--- config.mk ---
export PLATFORM = sky130hd
export DESIGN_NAME = vga_tile_painter_flat
export DESIGN_NICKNAME = d
export VERILOG_FILES = /design/src/rtl/vga_tile_pkg.sv /design/src/rtl/vga_tile_painter_if.sv /design/src/rtl/vga_blink_timer.sv /design/src/rtl/vga_tile_painter.sv /design/src/flat_wrapper.sv
export SDC_FILE = /design/constraint.sdc
export NUM_CORES = 1
export LEC_CHECK = 0
export BUFFER_PORTS_ARGS = -buffer_cell sky130_fd_sc_hd__buf_2
export CAP_MARGIN = 20
export CORE_ASPECT_RATIO = 1.1
export CORE_MARGIN = 8
export CORE_UTILIZATION = 55
export CTS_BUF_LIST = sky130_fd_sc_hd__clkbuf_8
export DETAILED_ROUTE_END_ITERATION = 7
export MAX_ROUTING_LAYER = met4
export PLACE_DENSITY_LB_ADDON = 0.08
export SLEW_MARGIN = 25
export SYNTH_ARGS = -nofsm -noshare
export SYNTH_HDL_FRONTEND = slang
export SYNTH_SLANG_ARGS = --single-unit
--- constraint.sdc ---
create_clock -name clk -period 4.4 [get_ports clk]
set_input_delay 0.88 -clock clk [delete_from_list [all_inputs] [get_ports clk]]
set_output_delay 0.88 -clock clk [all_outputs]
set_load 0.02 [all_outputs]
--- src/rtl/vga_tile_pkg.sv ---
// Shared definitions for the VGA tile painter.
// Provides the default active-area geometry and colour width, the clear-sweep
// FSM state type, and a clog2 helper that never returns less than 1 so that
// it can be used directly as a vector width.
package vga_tile_pkg;

  localparam int unsigned HActiveDef = 640;
  localparam int unsigned VActiveDef = 480;
  localparam int unsigned ColorWDef  = 3;

  typedef enum logic {
    StIdle  = 1'b0,
    StClear = 1'b1
  } state_e;

  // Width needed to hold values 0..n-1, with a minimum of 1 bit.
  function automatic int unsigned clog2_min1(input int unsigned n);
    int unsigned r;
    r = 0;
    while ((32'd1 << r) < n) begin
      r++;
    end
    return (r == 0) ? 1 : r;
  endfunction

endpackage

--- src/rtl/vga_tile_painter_if.sv ---
// Signal bundle between the tile painter and its surroundings.
//   master: drives x/y/in_display, colour, paint/clear and move pulses;
//           receives pixel, cursor_idx and busy.
//   slave : the painter itself.
interface vga_tile_painter_if #(
  parameter int unsigned COLOR_W = 3,
  parameter int unsigned IDX_W   = 3
);
  logic [9:0]         x;
  logic [9:0]         y;
  logic               in_display;
  logic [COLOR_W-1:0] color_in;
  logic               paint;
  logic               clear;
  logic               mv_left;
  logic               mv_right;
  logic               mv_up;
  logic               mv_down;
  logic [COLOR_W-1:0] pixel;
  logic [IDX_W-1:0]   cursor_idx;
  logic               busy;

  modport master (
    output x, y, in_display, color_in, paint, clear, mv_left, mv_right, mv_up, mv_down,
    input  pixel, cursor_idx, busy
  );

  modport slave (
    input  x, y, in_display, color_in, paint, clear, mv_left, mv_right, mv_up, mv_down,
    output pixel, cursor_idx, busy
  );
endinterface

--- src/rtl/vga_blink_timer.sv ---
// Free-running blink timer.
//   clk, rst : clock and asynchronous active-high reset
//   phase_o  : toggles every BLINK_HALF cycles (starts at 0)
//   wrap_o   : one-cycle pulse on the last count of each phase
module vga_blink_timer
  import vga_tile_pkg::*;
#(
  parameter int unsigned BLINK_HALF = 4000000
) (
  input  logic clk,
  input  logic rst,
  output logic phase_o,
  output logic wrap_o
);
  localparam int unsigned CntW = clog2_min1(BLINK_HALF);

  logic [CntW-1:0] cnt_q, cnt_d;
  logic            phase_q, phase_d;

  always_comb begin
    wrap_o  = (cnt_q == CntW'(BLINK_HALF - 1));
    cnt_d   = wrap_o ? '0 : cnt_q + 1'b1;
    phase_d = phase_q ^ wrap_o;
    phase_o = phase_q;
  end

  always_ff @(posedge clk or posedge rst) begin
    if (rst) begin
      cnt_q   <= '0;
      phase_q <= 1'b0;
    end else begin
      cnt_q   <= cnt_d;
      phase_q <= phase_d;
    end
  end
endmodule

--- src/rtl/vga_tile_painter.sv ---
// Tile-colour painter for the 640x480 VGA path.
// The screen is split into TILES_X x TILES_Y tiles of COLOR_W-bit colour. A
// cursor selects one tile; paint stores color_in there, clear sweeps all tiles
// to 0 one per cycle. The cursor tile blinks between the live colour and its
// stored colour. Pixel output is registered, two clocks after x/y.
// Ports: clk, rst (async, active-high), bus (vga_tile_painter_if.slave).
// Optional: define TILE_PAINTER_CURSOR_XOR_EN to show the inverted stored
// colour in blink phase 1 instead of the plain stored colour.
module vga_tile_painter
  import vga_tile_pkg::*;
#(
  parameter int unsigned TILES_X    = 4,
  parameter int unsigned TILES_Y    = 2,
  parameter int unsigned COLOR_W    = ColorWDef,
  parameter int unsigned H_ACTIVE   = HActiveDef,
  parameter int unsigned V_ACTIVE   = VActiveDef,
  parameter int unsigned BLINK_HALF = 4000000
) (
  input logic              clk,
  input logic              rst,
  vga_tile_painter_if.slave bus
);
  localparam int unsigned NumTiles = TILES_X * TILES_Y;
  localparam int unsigned IdxW     = clog2_min1(NumTiles);
  localparam int unsigned ColW     = clog2_min1(TILES_X);
  localparam int unsigned RowW     = clog2_min1(TILES_Y);
  localparam int unsigned TileW    = H_ACTIVE / TILES_X;
  localparam int unsigned TileH    = V_ACTIVE / TILES_Y;

  state_e             state_q, state_d;
  logic [IdxW-1:0]    sweep_q, sweep_d;
  logic [ColW-1:0]    col_q, col_d;
  logic [RowW-1:0]    row_q, row_d;
  logic [COLOR_W-1:0] tiles_q [NumTiles];
  logic [COLOR_W-1:0] tiles_d [NumTiles];
  logic [IdxW-1:0]    s1_idx_q, s1_idx_d;
  logic               s1_inside_q, s1_inside_d;
  logic               s1_de_q, s1_de_d;
  logic [COLOR_W-1:0] pixel_q, pixel_d;
  logic [IdxW-1:0]    cur_idx;
  logic [31:0]        x_w, y_w;
  int unsigned        tile_col, tile_row;
  logic [COLOR_W-1:0] stored;
  logic               blink_phase;

  vga_blink_timer #(
    .BLINK_HALF(BLINK_HALF)
  ) u_blink (
    .clk    (clk),
    .rst    (rst),
    .phase_o(blink_phase),
    .wrap_o ()
  );

  assign cur_idx = IdxW'(32'(row_q) * TILES_X + 32'(col_q));

  // Stage 1: tile lookup by constant compare chain.
  always_comb begin
    x_w      = 32'(bus.x);
    y_w      = 32'(bus.y);
    tile_col = 0;
    tile_row = 0;
    for (int unsigned c = 1; c < TILES_X; c++) begin
      if (x_w >= c * TileW) tile_col = c;
    end
    for (int unsigned r = 1; r < TILES_Y; r++) begin
      if (y_w >= r * TileH) tile_row = r;
    end
    s1_idx_d    = IdxW'(tile_row * TILES_X + tile_col);
    s1_inside_d = (x_w < TILES_X * TileW) && (y_w < TILES_Y * TileH);
    s1_de_d     = bus.in_display;
  end

  // Stage 2: colour select with cursor blink.
  always_comb begin
    stored  = tiles_q[s1_idx_q];
    pixel_d = '0;
    if (s1_de_q && s1_inside_q) begin
      if (s1_idx_q == cur_idx) begin
`ifdef TILE_PAINTER_CURSOR_XOR_EN
        pixel_d = blink_phase ? ~stored : bus.color_in;
`else
        pixel_d = blink_phase ? stored : bus.color_in;
`endif
      end else begin
        pixel_d = stored;
      end
    end
  end

  // Control FSM: cursor moves, paint and clear sweep.
  always_comb begin
    state_d = state_q;
    sweep_d = sweep_q;
    col_d   = col_q;
    row_d   = row_q;
    tiles_d = tiles_q;
    case (state_q)
      StIdle: begin
        if (bus.clear) begin
          state_d = StClear;
          sweep_d = '0;
        end else if (bus.paint) begin
          tiles_d[cur_idx] = bus.color_in;
        end
        if (bus.mv_right && !bus.mv_left) begin
          col_d = (col_q == ColW'(TILES_X - 1)) ? '0 : col_q + 1'b1;
        end else if (bus.mv_left && !bus.mv_right) begin
          col_d = (col_q == '0) ? ColW'(TILES_X - 1) : col_q - 1'b1;
        end
        if (bus.mv_down && !bus.mv_up) begin
          row_d = (row_q == RowW'(TILES_Y - 1)) ? '0 : row_q + 1'b1;
        end else if (bus.mv_up && !bus.mv_down) begin
          row_d = (row_q == '0) ? RowW'(TILES_Y - 1) : row_q - 1'b1;
        end
      end
      StClear: begin
        tiles_d[sweep_q] = '0;
        if (sweep_q == IdxW'(NumTiles - 1)) begin
          state_d = StIdle;
        end else begin
          sweep_d = sweep_q + 1'b1;
        end
      end
      default: state_d = StIdle;
    endcase
  end

  always_ff @(posedge clk or posedge rst) begin
    if (rst) begin
      state_q     <= StIdle;
      sweep_q     <= '0;
      col_q       <= '0;
      row_q       <= '0;
      s1_idx_q    <= '0;
      s1_inside_q <= 1'b0;
      s1_de_q     <= 1'b0;
      pixel_q     <= '0;
      for (int i = 0; i < NumTiles; i++) tiles_q[i] <= '0;
    end else begin
      state_q     <= state_d;
      sweep_q     <= sweep_d;
      col_q       <= col_d;
      row_q       <= row_d;
      s1_idx_q    <= s1_idx_d;
      s1_inside_q <= s1_inside_d;
      s1_de_q     <= s1_de_d;
      pixel_q     <= pixel_d;
      tiles_q     <= tiles_d;
    end
  end

  assign bus.pixel      = pixel_q;
  assign bus.cursor_idx = cur_idx;
  assign bus.busy       = (state_q == StClear);
endmodule
--- src/flat_wrapper.sv ---
// flat-port wrapper written by rule: the top's interface ports become plain ports
module vga_tile_painter_flat import vga_tile_pkg::*;
#(
  parameter int unsigned TILES_X    = 4,
  parameter int unsigned TILES_Y    = 2,
  parameter int unsigned COLOR_W    = ColorWDef,
  parameter int unsigned H_ACTIVE   = HActiveDef,
  parameter int unsigned V_ACTIVE   = VActiveDef,
  parameter int unsigned BLINK_HALF = 4000000
)
  (clk, rst, bus_x, bus_y, bus_in_display, bus_color_in, bus_paint, bus_clear, bus_mv_left, bus_mv_right, bus_mv_up, bus_mv_down, bus_pixel, bus_cursor_idx, bus_busy);
  vga_tile_painter_if #(.COLOR_W(COLOR_W)) bus_i ();
  input logic clk;
  input logic rst;
  input wire logic [$bits(bus_i.x)-1:0] bus_x;
  input wire logic [$bits(bus_i.y)-1:0] bus_y;
  input wire logic [$bits(bus_i.in_display)-1:0] bus_in_display;
  input wire logic [$bits(bus_i.color_in)-1:0] bus_color_in;
  input wire logic [$bits(bus_i.paint)-1:0] bus_paint;
  input wire logic [$bits(bus_i.clear)-1:0] bus_clear;
  input wire logic [$bits(bus_i.mv_left)-1:0] bus_mv_left;
  input wire logic [$bits(bus_i.mv_right)-1:0] bus_mv_right;
  input wire logic [$bits(bus_i.mv_up)-1:0] bus_mv_up;
  input wire logic [$bits(bus_i.mv_down)-1:0] bus_mv_down;
  output wire logic [$bits(bus_i.pixel)-1:0] bus_pixel;
  output wire logic [$bits(bus_i.cursor_idx)-1:0] bus_cursor_idx;
  output wire logic [$bits(bus_i.busy)-1:0] bus_busy;
  assign bus_i.x = bus_x;
  assign bus_i.y = bus_y;
  assign bus_i.in_display = bus_in_display;
  assign bus_i.color_in = bus_color_in;
  assign bus_i.paint = bus_paint;
  assign bus_i.clear = bus_clear;
  assign bus_i.mv_left = bus_mv_left;
  assign bus_i.mv_right = bus_mv_right;
  assign bus_i.mv_up = bus_mv_up;
  assign bus_i.mv_down = bus_mv_down;
  assign bus_pixel = bus_i.pixel;
  assign bus_cursor_idx = bus_i.cursor_idx;
  assign bus_busy = bus_i.busy;
  vga_tile_painter #(.TILES_X(TILES_X), .TILES_Y(TILES_Y), .COLOR_W(COLOR_W), .H_ACTIVE(H_ACTIVE), .V_ACTIVE(V_ACTIVE), .BLINK_HALF(BLINK_HALF)) u_core (.clk(clk), .rst(rst), .bus(bus_i));
endmodule
==> impl_metrics.toml <==
[route]
drtIter0Drc = 80
dr.pass1.iters = 4
routed_wl_um = 6150
drt-met1-wl_um = 2740
routed.top_layer = "met4"
drc = 0
post_drt_via_cell_ratio = 5.51
dr_wl_met2_um = 3110
num_vias = 2237
wl_per_cell_um = 15.2
ant_nets = 0
wl_met3_um = 173

[placement]
dp_hpwl_um = 4530
io_buffers = 29
dp_cells = 390
placed_area_um2 = 3250
gp_routability_congestion = 0.821

[floorplan]
die_w_um = 86.8
io_pins = 39
initial_core_util = 0.566
die_area_um2 = 8150
core-area_um2 = 5360
fp-row-count = 28
die_height_um = 93.9

[timing]
worst_slew_pin_slew_ns = 0.830
slew_violations = 0
layout_min_cycle_time_ns = 2.01
hold_viol_final = 0
rsz0062_at_grt = "false"
post-route-period-util = 0.457
clock_skew_ns = 0.00596
fmax_mhz = 498
fin_setup_tns_ns = 0
slew_headroom = 0.442
finalSetupViolCount = 0

[clock_tree]
cts_root_buffer = "clkbuf_8"
clk_latency_ns = 0.33
cts_buffer_depth = 2
cts_inserted_buffers = 9
cts_repair_resize_count = 0
cts_hold_buf = 0
cts_setup_buffers = 0
clkTransAtPathRegs_ns = 0.07
cts_tree = "yes"
htree_levels = 3
cts_sinks = 62

[layout]
drive_gt1_frac = 0.175
fillCellCount = 421
fin_cells = 406
fin_util = 0.653
final_nets = 365
antenna_cells = 0
syn_to_final_growth_pct = 15.4
final_area_um2 = 3500

[setup_path]
cp-start-kind = "register"
crit_fanout = 5
worstSetupPathType = "reg2reg"
required_ns = 4.66
arrival_ns = 2.27
end_kind = "register"

[grt]
grt_max_degree = 63
grt_pass1_wl_um = 10400
track_usage = 0.171
grt_pass1_vias = 2203
grt-ovfl-total = 0
antenna_found_initial = 0

[power]
powerDensity_nw_per_um2 = 516
ir_drop_mv = 0.353
leakagePower_nw = 1.59

[synthesis]
ys_types = 46
synthArstFlopShare = 1.00
syn_area_um2 = 3030
syn-num-nets = 331
ys.flop_type = "dfrtp_1"
avgSynthCellArea_um2 = 10.4
yosys_warnings = 0
ys_ff_latch = 62
synth_cells = 292
synth_edf_count = 0
ys_seq_area_frac = 0.512

[status]
outcome = "finished clean"

[hold_path]
hold_class = "reg2reg"

[flow_run]
cap_violations = 0
[final cells by class]
type,instances,area (um2),area share
flip-flops and latches,62,1550,0.443
multi-input cells,210,1400,0.400
repair buffers,31,160,0.0458
clock buffers,11,151,0.0433
clock inverters,5,97.6,0.0279
well taps,75,93.8,0.0268
inverters,12,45.0,0.0129
[cell usage after synthesis, drive strengths merged, types with 2 or more instances]
| cell | n | area (um2) |
|---|---|---|
| nor4bb | 2 | 20.0 |
| nor4b | 2 | 17.5 |
| clkbuf | 6 | 22.5 |
| or3 | 2 | 12.5 |
| nor3 | 3 | 15.0 |
| or4 | 3 | 26.3 |
| nand3 | 31 | 155 |
| buf | 2 | 12.5 |
| nand2 | 30 | 113 |
| mux2i | 4 | 40.0 |
| xnor2 | 11 | 96.3 |
| a211oi | 4 | 30.0 |
| nand4 | 7 | 58.8 |
| mux4 | 6 | 135 |
| xor2 | 10 | 87.6 |
| nor4 | 3 | 18.8 |
| a21oi | 6 | 33.8 |
| nor2 | 20 | 75.1 |
| inv | 12 | 45.0 |
| nor3b | 2 | 15.0 |
| o21ai | 29 | 145 |
| and3 | 5 | 31.3 |
| ha | 7 | 87.6 |
| dfrtp | 62 | 1550 |
| nor2b | 6 | 37.5 |
[logic make-up after synthesis]
family,share of synthesized area
xor+xnor,0.0607
simple gates,0.217
mux,0.0615
flops,0.512
buf+inv,0.0264
fa+ha+maj,0.0322
compound gates,0.0904
[final timing paths]
path	from	end	slack, ns	depth (start not counted)
setup / recovery	u_core.u_blink.cnt_q[0]	u_core.u_blink.cnt_q[18]	2.39	5
hold / removal	u_core.u_blink.phase_o	u_core.u_blink.phase_o	0.48	1
setup reg to reg	u_core.u_blink.cnt_q[0]	u_core.u_blink.cnt_q[18]	2.39	5
hold reg to reg	u_core.u_blink.phase_o	u_core.u_blink.phase_o	0.48	1
max in group asynchronous	rst	u_core.tiles_q[21]	3.14	3
min in group asynchronous	rst	u_core.u_blink.cnt_q[5]	0.76	3
[sequential cells by signal (all words and copies together), names as in the netlist]
register	cells
u_core.bus.busy	1
u_core.bus.pixel	3
u_core.col_q	2
u_core.row_q	1
u_core.s1_de_q	1
u_core.s1_idx_q	3
u_core.s1_inside_q	1
u_core.sweep_q	3
u_core.tiles_q	24
u_core.u_blink.cnt_q	22
u_core.u_blink.phase_o	1
[power breakdown]
| part | switching (mW) | leakage [nW] | internal [mW] |
|---|---|---|---|
| Clock | 0.207 | 0.132 | 0.403 |
| Sequential | 0.118 | 0.816 | 0.683 |
| Combinational | 0.210 | 0.637 | 0.183 |
[metal layers]
layer | GRT usage | up-vias
li1 | - | 1113
met1 | 0.203 | 1060
met2 | 0.262 | 50
met3 | 0.0429 | 14
met4 | 0.0876 | 0
met5 | - | -
[critical path, stage by stage (launching register included)]
cell and delay, ns:
dfrtp_1 0.40, ha_1 0.26, nand3_1 0.14, or4_1 0.62, or3_1 0.39, a21oi_1 0.15
[cells in the final DEF (no fill, tap or decap), drive strengths merged, types with 2 or more instances in the layout]
master | synthesis | routed
or3 | 2 | 2
o21ai | 29 | 29
or4 | 3 | 3
bufinv | 0 | 3
nand3 | 31 | 31
mux4 | 6 | 6
xor2 | 10 | 10
nand2 | 30 | 30
mux2i | 4 | 4
inv | 12 | 14
nor2b | 6 | 6
nor2 | 20 | 20
nor3b | 2 | 2
nand4 | 7 | 7
nor4bb | 2 | 2
nor4b | 2 | 2
a21oi | 6 | 6
xnor2 | 11 | 11
buf | 2 | 31
and3 | 5 | 5
nor4 | 3 | 3
clkbuf | 6 | 11
nor3 | 3 | 3
ha | 7 | 7
a211oi | 4 | 4
dfrtp | 62 | 62
[per-stage QoR]
stage                     total power, mW  hold WS, ns  worst slack (ns)
final                                1.81        0.477              2.39
after global routing                 1.92        0.507              2.27
after CTS                            1.82        0.481              2.38
after detailed placement             1.21        0.461              2.22
after global placement               1.19        0.472              2.24
after floorplan                      1.09        0.434              1.98
No activity file was read; power rests on OpenSTA's default activity.
